==> src/rtl/id_ex_stage.sv <==
`default_nettype none
// ============================================================================
// Module      : id_ex_stage
// Description : ID/EX pipeline register with load-use hazard detection,
//               write-back bypass into the captured/held operands, flush and
//               EX back-pressure handling.
// Config      : define ID_EX_BUBBLE_CNT_EN to build the saturating load-use
//               bubble counter; otherwise bubble_cnt is tied to zero.
// Revision    : 1.0 - initial release
// ============================================================================
module id_ex_stage #(
  parameter int CNT_W = 16
) (
  input  logic             clk,
  input  logic             rst,
  // decode stage
  input  logic             id_valid,
  input  logic [4:0]       id_rs,
  input  logic [4:0]       id_rt,
  input  logic [4:0]       id_rd,
  input  logic             id_regwrite,
  input  logic             id_memread,
  input  logic             id_memwrite,
  input  logic             id_memtoreg,
  input  logic             id_alusrc,
  input  logic [3:0]       id_aluop,
  input  logic [31:0]      id_rs_data,
  input  logic [31:0]      id_rt_data,
  input  logic [31:0]      id_imm,
  input  logic [31:0]      id_pc,
  // write-back port
  input  logic             wb_regwrite,
  input  logic [4:0]       wb_rd,
  input  logic [31:0]      wb_data,
  // pipeline control
  input  logic             flush,
  input  logic             ex_stall,
  // EX-side register outputs
  output logic             id_ex_valid,
  output logic             id_ex_regwrite,
  output logic             id_ex_memread,
  output logic             id_ex_memwrite,
  output logic             id_ex_memtoreg,
  output logic             id_ex_alusrc,
  output logic [4:0]       id_ex_rs,
  output logic [4:0]       id_ex_rt,
  output logic [4:0]       id_ex_rd,
  output logic [3:0]       id_ex_aluop,
  output logic [31:0]      id_ex_rs_data,
  output logic [31:0]      id_ex_rt_data,
  output logic [31:0]      id_ex_imm,
  output logic [31:0]      id_ex_pc,
  output logic             stall_id,
  output logic [CNT_W-1:0] bubble_cnt
);

  // All EX-side state in one packed record; an all-zero record is a bubble.
  typedef struct packed {
    logic        valid;
    logic        regwrite;
    logic        memread;
    logic        memwrite;
    logic        memtoreg;
    logic        alusrc;
    logic [4:0]  rs;
    logic [4:0]  rt;
    logic [4:0]  rd;
    logic [3:0]  aluop;
    logic [31:0] rs_data;
    logic [31:0] rt_data;
    logic [31:0] imm;
    logic [31:0] pc;
  } ex_reg_t;

  ex_reg_t r_ex;
  ex_reg_t w_capture;

  logic w_wb_live;
  logic w_byp_id_rs;
  logic w_byp_id_rt;
  logic w_byp_ex_rs;
  logic w_byp_ex_rt;
  logic w_ex_rd_live;
  logic w_load_use;

  // A write to $0 is architecturally discarded, so it never bypasses.
  assign w_wb_live   = wb_regwrite && (wb_rd != 5'd0);
  assign w_byp_id_rs = w_wb_live && (wb_rd == id_rs);
  assign w_byp_id_rt = w_wb_live && (wb_rd == id_rt);
  assign w_byp_ex_rs = w_wb_live && (wb_rd == r_ex.rs);
  assign w_byp_ex_rt = w_wb_live && (wb_rd == r_ex.rt);

  // Load in EX whose destination is read by the instruction in ID; a load
  // into $0 produces nothing to wait for.
  assign w_ex_rd_live = r_ex.valid && r_ex.memread && (r_ex.rd != 5'd0);
  assign w_load_use   = id_valid && w_ex_rd_live &&
                        ((r_ex.rd == id_rs) || (r_ex.rd == id_rt));

  // Upstream freezes when EX back-pressures, or when a bubble is being
  // inserted for a load-use hazard that a flush is not about to squash.
  assign stall_id = ex_stall || (w_load_use && !flush);

  // Record to load on a normal capture; an invalid decode slot becomes a bubble.
  always_comb begin
    w_capture = '0;
    if (id_valid) begin
      w_capture.valid    = 1'b1;
      w_capture.regwrite = id_regwrite;
      w_capture.memread  = id_memread;
      w_capture.memwrite = id_memwrite;
      w_capture.memtoreg = id_memtoreg;
      w_capture.alusrc   = id_alusrc;
      w_capture.rs       = id_rs;
      w_capture.rt       = id_rt;
      w_capture.rd       = id_rd;
      w_capture.aluop    = id_aluop;
      w_capture.rs_data  = w_byp_id_rs ? wb_data : id_rs_data;
      w_capture.rt_data  = w_byp_id_rt ? wb_data : id_rt_data;
      w_capture.imm      = id_imm;
      w_capture.pc       = id_pc;
    end
  end

  // Pipeline register: reset, flush, hold (with WB refresh), bubble, capture.
  always_ff @(posedge clk) begin
    if (rst) begin
      r_ex <= '0;
    end else if (flush) begin
      r_ex <= '0;
    end else if (ex_stall) begin
      // Held operands must not go stale while a writer retires underneath.
      if (w_byp_ex_rs) begin
        r_ex.rs_data <= wb_data;
      end
      if (w_byp_ex_rt) begin
        r_ex.rt_data <= wb_data;
      end
    end else if (w_load_use) begin
      r_ex <= '0;
    end else begin
      r_ex <= w_capture;
    end
  end

`ifdef ID_EX_BUBBLE_CNT_EN
  logic             w_bubble_ins;
  logic [CNT_W-1:0] r_bubble_cnt;

  // Only a genuine load-use insertion counts; flush and hold edges do not.
  assign w_bubble_ins = !flush && !ex_stall && w_load_use;

  // Saturating count of inserted load-use bubbles.
  always_ff @(posedge clk) begin
    if (rst) begin
      r_bubble_cnt <= '0;
    end else if (w_bubble_ins && (r_bubble_cnt != {CNT_W{1'b1}})) begin
      r_bubble_cnt <= r_bubble_cnt + {{(CNT_W-1){1'b0}}, 1'b1};
    end
  end

  assign bubble_cnt = r_bubble_cnt;
`else
  assign bubble_cnt = '0;
`endif

  assign id_ex_valid    = r_ex.valid;
  assign id_ex_regwrite = r_ex.regwrite;
  assign id_ex_memread  = r_ex.memread;
  assign id_ex_memwrite = r_ex.memwrite;
  assign id_ex_memtoreg = r_ex.memtoreg;
  assign id_ex_alusrc   = r_ex.alusrc;
  assign id_ex_rs       = r_ex.rs;
  assign id_ex_rt       = r_ex.rt;
  assign id_ex_rd       = r_ex.rd;
  assign id_ex_aluop    = r_ex.aluop;
  assign id_ex_rs_data  = r_ex.rs_data;
  assign id_ex_rt_data  = r_ex.rt_data;
  assign id_ex_imm      = r_ex.imm;
  assign id_ex_pc       = r_ex.pc;

endmodule
`default_nettype wire

==> config.mk <==
export PLATFORM = sky130hd
export DESIGN_NAME = id_ex_stage
export DESIGN_NICKNAME = d
export VERILOG_FILES = /design/src/rtl/id_ex_stage.sv
export SDC_FILE = /design/constraint.sdc
export NUM_CORES = 1
export LEC_CHECK = 0
export BUFFER_PORTS_ARGS = -buffer_cell sky130_fd_sc_hd__clkbuf_2
export CAP_MARGIN = 30
export CELL_PAD_IN_SITES_DETAIL_PLACEMENT = 1
export CELL_PAD_IN_SITES_GLOBAL_PLACEMENT = 1
export CORE_AREA = 2 2 166 168
export DETAILED_ROUTE_END_ITERATION = 16
export DIE_AREA = 0 0 168 170
export GPL_TIMING_DRIVEN = 0
export PLACE_DENSITY = 0.72
export SLEW_MARGIN = 15
export SYNTH_ARGS = -nofsm -noshare
export SYNTH_HDL_FRONTEND = slang
export SYNTH_SLANG_ARGS = --single-unit
==> constraint.sdc <==
create_clock -name clk -period 1.8 [get_ports clk]
set_input_delay 0.18 -clock clk [delete_from_list [all_inputs] [get_ports clk]]
set_output_delay 0.18 -clock clk [all_outputs]
set_load 0.005 [all_outputs]
Word-level counts from Yosys, hierarchy flattened

Cells that the tools add are included.

Equality and inequality tests: 8
Muxes and demuxes: 7
Reductions and logical operators: 16

Operators with widths:

| kind                 | number |
|---|---|
| $mux W153            | 2 |
| $mux W32             | 4 |
| $mux W64             | 1 |
| $eq A5 B5 Y1         | 6 |
| $logic_and A1 B1 Y1  | 10 |
| $reduce_bool A5 Y1   | 2 |
| $ne A2 B1 Y1 const B | 2 |
| $logic_or A1 B1 Y1   | 2 |
| $reduce_or A2 Y1     | 1 |
| $logic_not A1 Y1     | 1 |

Output and inout bits: 170
Bits in registers: 153
Input bits: 195
Word-level logic and storage cells: 45

Logic depth before layout (Yosys ltp)

Gate-level depths: netlist of run 1.

Depth after elaboration: 7
Depth in mapped cells: 7
Mapped depth without buffers: 5

Least setup slack after synthesis of run 1

Ideal clock, no wire load.

Path type: reg-to-reg
From: reg r_ex (netlist bit id_ex_rd[0])
To: reg r_ex (netlist bit id_ex_rt_data[31])
Path slack: -0.030 ns
Cell stages (with the launch flop): 7
Clock period less this slack: 1.830 ns
Path buffers: 2
Arrival time: 1.746 ns
Setup time: 0.084 ns
Required time: 1.716 ns
Cell sequence: dfxtp_1 or4_1 o2111ai_2 o211ai_4 buf_6 buf_6 o31ai_2

Longest elaborated chain between the ends: 6
Elaborated cells on any way between the ends: 9
Those cells by class: eq/ne: 2; mux: 2; reduce/logical: 5

RTL lines:

| element                  | RTL line | RTL |
|---|---|---|
| start: declaration       | 75       | `ex_reg_t r_ex;` |
| start signal: assignment | 141      | `r_ex <= w_capture;` |
| $reduce_bool A5 Y1       | 95       | `assign w_ex_rd_live = r_ex.valid && r_ex.memread && (r_ex.rd != 5'd0);` |
| $logic_and A1 B1 Y1      | 95       |  |
| $logic_and A1 B1 Y1      | 96       | `assign w_load_use = id_valid && w_ex_rd_live &&` |
| $logic_and A1 B1 Y1 (*)  | 96       |  |
| $mux W153 (*)            | 138      | `end else if (w_load_use) begin` |
| $mux W64 (*)             | 130      | `end else if (ex_stall) begin` |

Every way passes the cells marked *; elsewhere a longest branch is shown, timed or not.
A chain may end at the register's enable or synchronous reset.

Worst setup path after layout of run 1

From: reg r_ex (netlist bit id_ex_rd[0])
To: reg r_ex (netlist bit id_ex_rs_data[12])

The elaborated chain is that of the path after synthesis.

==> results by group, run 1 <==
Floorplanning
  • Die width: 168 um
  • Core area: 0.02665 mm2
  • Die footprint: 0.02856 mm2
  • Initial Util: 0.2963
  • # rows: 60
  • Die height: 170 um
  • IO Pins: 365

Critical path
  • CP peak stage delay: 0.55 ns
  • CP Class: reg2reg
  • Crit path required time: 2.14 ns
  • CP Capture Type: flop
  • Crit-path cells: or4_4, o2111ai_4, o211ai_4, buf_12, buf_12, buf_6, o31ai_4
  • Worst Path Arrival: 2.36 ns
  • Startpoint Class: flop
  • Largest fanout on the critical path: 10
  • Cell mode on critical path: buf_12
  • Crit-path slowest cell: or4_4

STA
  • Slew at the pin closest to its max-slew limit: 0.7551 ns
  • RSZ-0062 raised after global routing: yes
  • Clock skew: 0.01694 ns
  • Final hold violation count: 0
  • Setup violators final: 134
  • Max Transition Viols Final: 0
  • Rel. slew slack: 0.4928
  • Worst Hold Slack: 0.005523 ns
  • Post-route minimum period: 2.017 ns
  • FMAX: 495.9 MHz
  • Period utilization: 1.120
  • Final setup margin: -0.2165 ns

Clock tree
  • CTS clk-pin slew, worst paths: 0.07 ns
  • Clock root buffer: clkbuf_16
  • Cts bufs inserted: 17
  • Worst skew pair latency: 0.43 ns
  • Maximum clock path buffer count: 2
  • Sink Count: 153
  • CTS tree: done
  • Htree depth: 4

Final layout
  • Fillers: 3092
  • Post-layout nets: 1589
  • Layout overhead on the synthesized area: 64.48%
  • Cell area after layout: 0.01299 mm2
  • Layout cell share with drive strength beyond 1: 0.4250
  • Antenna diodes: 0

GRT
  • Vias in the first global route: 9872
  • Global Route Usage Sum: 0.2584
  • Gr ovfl total: 0
  • Initial antenna violation count: 0
  • First-pass GRT wire length: 57480 um
  • Largest net degree at the start of global routing: 17

Logic synthesis
  • Area leader, netlist: dfxtp_1
  • Post-synth top area share: 0.3878
  • Mean Syn Cell Area: 8.641 um2
  • Ys flop type: dfxtp_1
  • Gate Count Post-Synth: 914
  • Synth warnings: 0
  • Post-synthesis sequential area ratio: 0.3878
  • Asr flop ratio synth: 0
  • Post-synth EDFFs: 0
  • Largest cells by area after synthesis: dfxtp_1, o21ai_0, mux2i_1
  • Post-synth cell types: 32
  • Register bit total from synthesis: 153
  • Cell Area, Synth: 0.007898 mm2

Routing
  • Total wire length: 39330 um
  • Via/cell ratio: 5.470
  • Via total after detailed routing: 9562
  • Initial DRC count: 589
  • TritonRoute pass-1 iters: 5
  • Antenna-violating nets left: 0
  • WL per Instance: 22.50 um
  • DRC violations left: 0

Run status
  • Violated checks: setup timing
  • Outcome: finished, violations left

Placed design
  • IO Port Bufs: 343
  • Area post-placement: 0.01013 mm2
  • GP Congestion: 0.8104
  • HPWL Detailed: 26110 um

Job
  • Max Cap Viol: 0

Min path
  • Hold Crit Class: in2reg

Pwr
  • Power density over the cells: 718.8 mW/mm2
  • Peak supply drop: 491.3 uV
  • Static leakage: 5.107 nW
cell usage after synthesis (14+ instances only):
cell type / number
buf_2: 18
buf_4: 20
clkbuf_1: 68
dfxtp_1: 153
mux2i_1: 64
nand2_1: 90
nand3_1: 91
o2111ai_1: 63
o21ai_0: 148
o31ai_1: 64
or3_1: 32
or4_1: 33
xnor2_1: 16
xor2_1: 14
cells by family after synthesis:
logic type      Yosys count  share of synthesized area
compound gates          289                     0.2471
xor+xnor                 30                    0.03327
buf+inv                 121                    0.08222
flops                   153                     0.3878
mux                      64                    0.08111
other cells               1                  0.0004748
simple gates            256                     0.1679
registers in the layout, summed over array words and instances, names as in the netlist:
register / cells
id_ex_rs_data: 32
id_ex_memtoreg: 1
id_ex_rs: 5
id_ex_pc: 32
id_ex_memwrite: 1
id_ex_valid: 1
id_ex_rt: 5
id_ex_aluop: 4
id_ex_imm: 32
id_ex_rd: 5
id_ex_alusrc: 1
id_ex_regwrite: 1
id_ex_rt_data: 32
id_ex_memread: 1
what timing repair did:
action,in CTS,in global routing
buffers inserted,15,8
hold buffers,74,0
setup endpoints to repair,154,154
cloned,4,3
resized for setup,143,136
pin swaps,31,19
hold endpoints to repair,74,0
layout by cell type (no fill, tap or decap), types with 4 or more instances in the layout:
cell,n
clkbuf_2,352
dfxtp_1,147
o21ai_0,92
nand2_1,89
nand3_1,89
dlygate4sd3_1,74
mux2i_1,64
o2111ai_1,60
clkbuf_1,49
o31ai_4,43
buf_4,36
or4_1,32
o21ai_1,32
or3_1,32
o21ai_2,27
clkbuf_16,23
o31ai_2,20
conb_1,16
xor2_1,14
buf_6,13
buf_2,13
buf_12,10
xnor2_2,9
xnor2_1,7
inv_6,6
o2111ai_2,4
clkbuf_8,4
inv_8,4
dfxtp_2,4
routing by layer:
metal / track usage / vias to the layer above / wire (um)
met5: 0 / - / 0
met4: 0.08582 / 0 / 1000
li1: - / 4397 / -
met3: 0.06395 / 61 / 2536
met2: 0.4493 / 388 / 19520
met1: 0.3125 / 4716 / 16270
path summary, 6_finish.rpt:
kind                  startpoint                end  slack [ns]  cells after the start
hold reg to reg   id_ex_aluop[3]     id_ex_aluop[3]        0.48                      2
setup reg to reg     id_ex_rd[0]  id_ex_rs_data[12]       -0.22                      7
setup / recovery     id_ex_rd[0]  id_ex_rs_data[12]       -0.22                      7
hold / removal         id_pc[17]       id_ex_pc[17]       0.006                      3
through the flow:
stage / instances / util / setup slack, ns / total power, mW / TNS, ns
after floorplan: 929 / - / -0.01124 / 4.240 / -0.1001
after global placement: 1613 / 0.3801 / -0.8249 / 4.882 / -90.19
after detailed placement: 1613 / 0.3801 / -0.8478 / 4.893 / -95.18
after CTS: 1737 / 0.4565 / -0.2675 / 9.151 / -26.68
after global routing: 1748 / 0.4874 / -0.2747 / 9.671 / -26.54
final: 1748 / 0.4874 / -0.2165 / 9.337 / -18.42
worst max-delay path, delay by kind of cell (launching register included):
family                 cells  cell delay [ns]
AO/OA/AOI/OAI              3             0.56
buffers and inverters      3             0.46
AND/OR/NAND/NOR            1             0.55
flip-flops                 1             0.36
where the power goes:
part	switching (mW)	total [mW]	internal (mW)	leakage, nW
logic	0.997	1.75	0.754	3.55
registers	0.0895	3.57	3.48	1.25
clock network	1.76	4.01	2.25	0.311
cell type report:
type,instances,area (um2),share of cell area
tap,341,426.7,0.03285
multi-input combinational,656,5185,0.3992
clock inverter,15,201.4,0.01551
sequential,153,3075,0.2368
timing repair buffer,446,2830,0.2179
inverter,1,3.754,0.0002890
clock buffer,17,425.4,0.03275
buffer,119,842.1,0.06482
No activity file was read; power rests on OpenSTA's default activity.
==> inputs of run 2 (changes only) <==
--- a/config.mk
+++ b/config.mk
@@ -9,9 +9,10 @@
 export CAP_MARGIN = 30
 export CELL_PAD_IN_SITES_DETAIL_PLACEMENT = 1
 export CELL_PAD_IN_SITES_GLOBAL_PLACEMENT = 1
-export CORE_AREA = 2 2 166 168
+export CORE_AREA = 2 2 152 183
 export DETAILED_ROUTE_END_ITERATION = 16
-export DIE_AREA = 0 0 168 170
+export DIE_AREA = 0 0 154 185
+export GPL_ROUTABILITY_DRIVEN = 0
 export GPL_TIMING_DRIVEN = 0
 export PLACE_DENSITY = 0.72
 export SLEW_MARGIN = 15
==> results by group, run 2 (synthesis gave the netlist of run 1 again) <==
Pwr
  • Total power draw: 8.951 mW (-4.1%)
  • Power density over the cells: 688.0 mW/mm2 (-4.3%)
  • Peak supply drop: 529.3 uV (+7.7%)
  • Static leakage: 5.102 nW (about the same)

Clock tree
  • Clock root buffer: clkbuf_16
  • Maximum clock path buffer count: 2 (unchanged)
  • Worst skew pair latency: 0.44 ns (about the same)
  • Sink Count: 153 (unchanged)
  • CTS clk-pin slew, worst paths: 0.07 ns (about the same)
  • Htree depth: 4 (unchanged)
  • Cts bufs inserted: 17 (unchanged)
  • CTS tree: done

Critical path
  • CP Class: reg2out
  • CP Capture Type: output port
  • FF-to-FF Start: id_ex_rd[0]
  • Largest fanout on the critical path: 5 (-5)
  • Worst Path Arrival: 1.83 ns (-0.53 ns)
  • Crit path required time: 1.62 ns (-0.52 ns)
  • Startpoint Class: flop
  • Crit path from: id_ex_rd[0]

Floorplanning
  • IO Pins: 365 (unchanged)
  • Initial Util: 0.2943 (-0.002072)
  • Core area: 0.02684 mm2 (+0.70%)
  • Die footprint: 0.02849 mm2 (-0.25%)
  • # rows: 66 (+10%)
  • Die height: 185 um (+8.8%)
  • Die width: 154 um (-8.3%)

Routing
  • DRC violations left: 0 (unchanged)
  • Antenna-violating nets left: 0 (unchanged)
  • Via total after detailed routing: 9377 (-1.9%)
  • WL per Instance: 22.67 um (+0.76%)
  • TritonRoute pass-1 iters: 4 (-1)
  • Initial DRC count: 412 (-30%)
  • Via/cell ratio: 5.367 (-1.9%)
  • Total wire length: 39600 um (+0.70%)

Final layout
  • Fillers: 3124 (+1.0%)
  • Post-layout utilization of the core: 0.4848 (-0.002663)
  • Layout cell share with drive strength beyond 1: 0.4378 (+0.01279)
  • Antenna diodes: 0 (unchanged)
  • Commonest non-fill, non-tap cell in the layout: clkbuf_2
  • Layout overhead on the synthesized area: 64.73%
  • Commonest cells after routing, fill and taps aside: clkbuf_2, dfxtp_1, o21ai_0
  • Post-layout nets: 1589 (unchanged)

STA
  • Clock skew: 0.01177 ns (-0.005169 ns)
  • Slew at the pin closest to its max-slew limit: 0.8549 ns (+0.09978 ns)
  • RSZ-0062 raised after global routing: yes
  • FMAX: 496.6 MHz (+0.13%)
  • Final setup margin: -0.2138 ns (+0.002695 ns)
  • Rel. slew slack: 0.4258 (-0.06702)
  • Final hold violation count: 0 (unchanged)
  • Period utilization: 1.119 (-0.001497)
  • Post-route minimum period: 2.014 ns (-0.002695 ns)
  • Max Transition Viols Final: 0 (unchanged)
  • Setup violators final: 145 (+8.2%)

GRT
  • Initial antenna violation count: 1 (+1)
  • Vias in the first global route: 9796 (-0.77%)
  • Gr ovfl total: 0 (unchanged)
  • First-pass GRT wire length: 57880 um (+0.70%)
  • Largest net degree at the start of global routing: 17 (unchanged)
  • Global Route Usage Sum: 0.2622 (+0.003883)

Placed design
  • Dpl ws: -0.8863 ns (-0.03849 ns)
  • HPWL Detailed: 26770 um (+2.5%)
  • IO Port Bufs: 343 (unchanged)

Run status
  • Outcome: finished, violations left
  • Violated checks: setup timing

Job
  • Max Cap Viol: 0 (unchanged)

Min path
  • Hold Crit Class: in2reg
  • Worst Hold Launch: id_pc[30]
run 2: timing repair:
action | CTS | global route
gates resized for setup | 151 | 147
endpoints found under the setup margin | 154 | 154
hold buffers | 72 | 0
pin swaps | 16 | 52
gates cloned | 5 | 6
endpoints found under the hold margin | 72 | 0
buffers inserted | 17 | 6
run 2: final timing paths:
check,cells after the start,slack [ns],endpoint
max,4,-0.21,stall_id
min reg2reg,2,0.49,id_ex_pc[27]
min,3,0.007,id_ex_pc[30]
max reg2reg,6,-0.21,id_ex_rs_data[17]
run 2: final cells by class:
| cell class | instances | area (um2) | area share |
|---|---|---|---|
| tap | 340 | 425.4 | 0.03270 |
| buffer | 118 | 824.5 | 0.06338 |
| inverter | 1 | 3.754 | 0.0002885 |
| timing repair buffer | 447 | 2904 | 0.2232 |
| sequential | 153 | 3079 | 0.2367 |
| clock inverter | 12 | 116.4 | 0.008944 |
| clock buffer | 20 | 446.7 | 0.03433 |
| multi-input combinational | 656 | 5210 | 0.4005 |
run 2: report_power, final:
group | switching [mW] | leakage (nW) | internal (mW)
Sequential | 0.0884 | 1.25 | 3.48
Combinational | 0.996 | 3.59 | 0.768
Clock | 1.66 | 0.260 | 1.96
Total | 2.74 | 5.10 | 6.21
run 2: worst max-delay path, cell delays in order, from the launching register on:
cell,delay (ns)
dfxtp_4,0.36
or4_4,0.55
o2111ai_4,0.27
o31ai_2,0.08
clkbuf_2,0.13
run 2: metrics by stage:
stage | instance area [um2] | std cells | hold slack (ns) | setup TNS (ns)
2_1_floorplan | 7986 | 929 | 0.3124 | -0.1001
3_3_place_gp | 10130 | 1612 | 0.4077 | -91.17
3_5_place_dp | 10130 | 1612 | 0.4114 | -101.60
4_1_cts | 12320 | 1736 | 0.001931 | -25.95
5_1_grt | 13010 | 1747 | 0.006704 | -26.82
6_report | 13010 | 1747 | 0.006805 | -19.72
run 2: per-layer routing:
layer | vias up | routed length [um] | track usage
met1 | 4580 | 15470 | 0.3029
met4 | 2 | 1093 | 0.08187
li1 | 4378 | - | -
met2 | 348 | 20580 | 0.4762
met5 | - | 16 | 0
met3 | 69 | 2440 | 0.06481
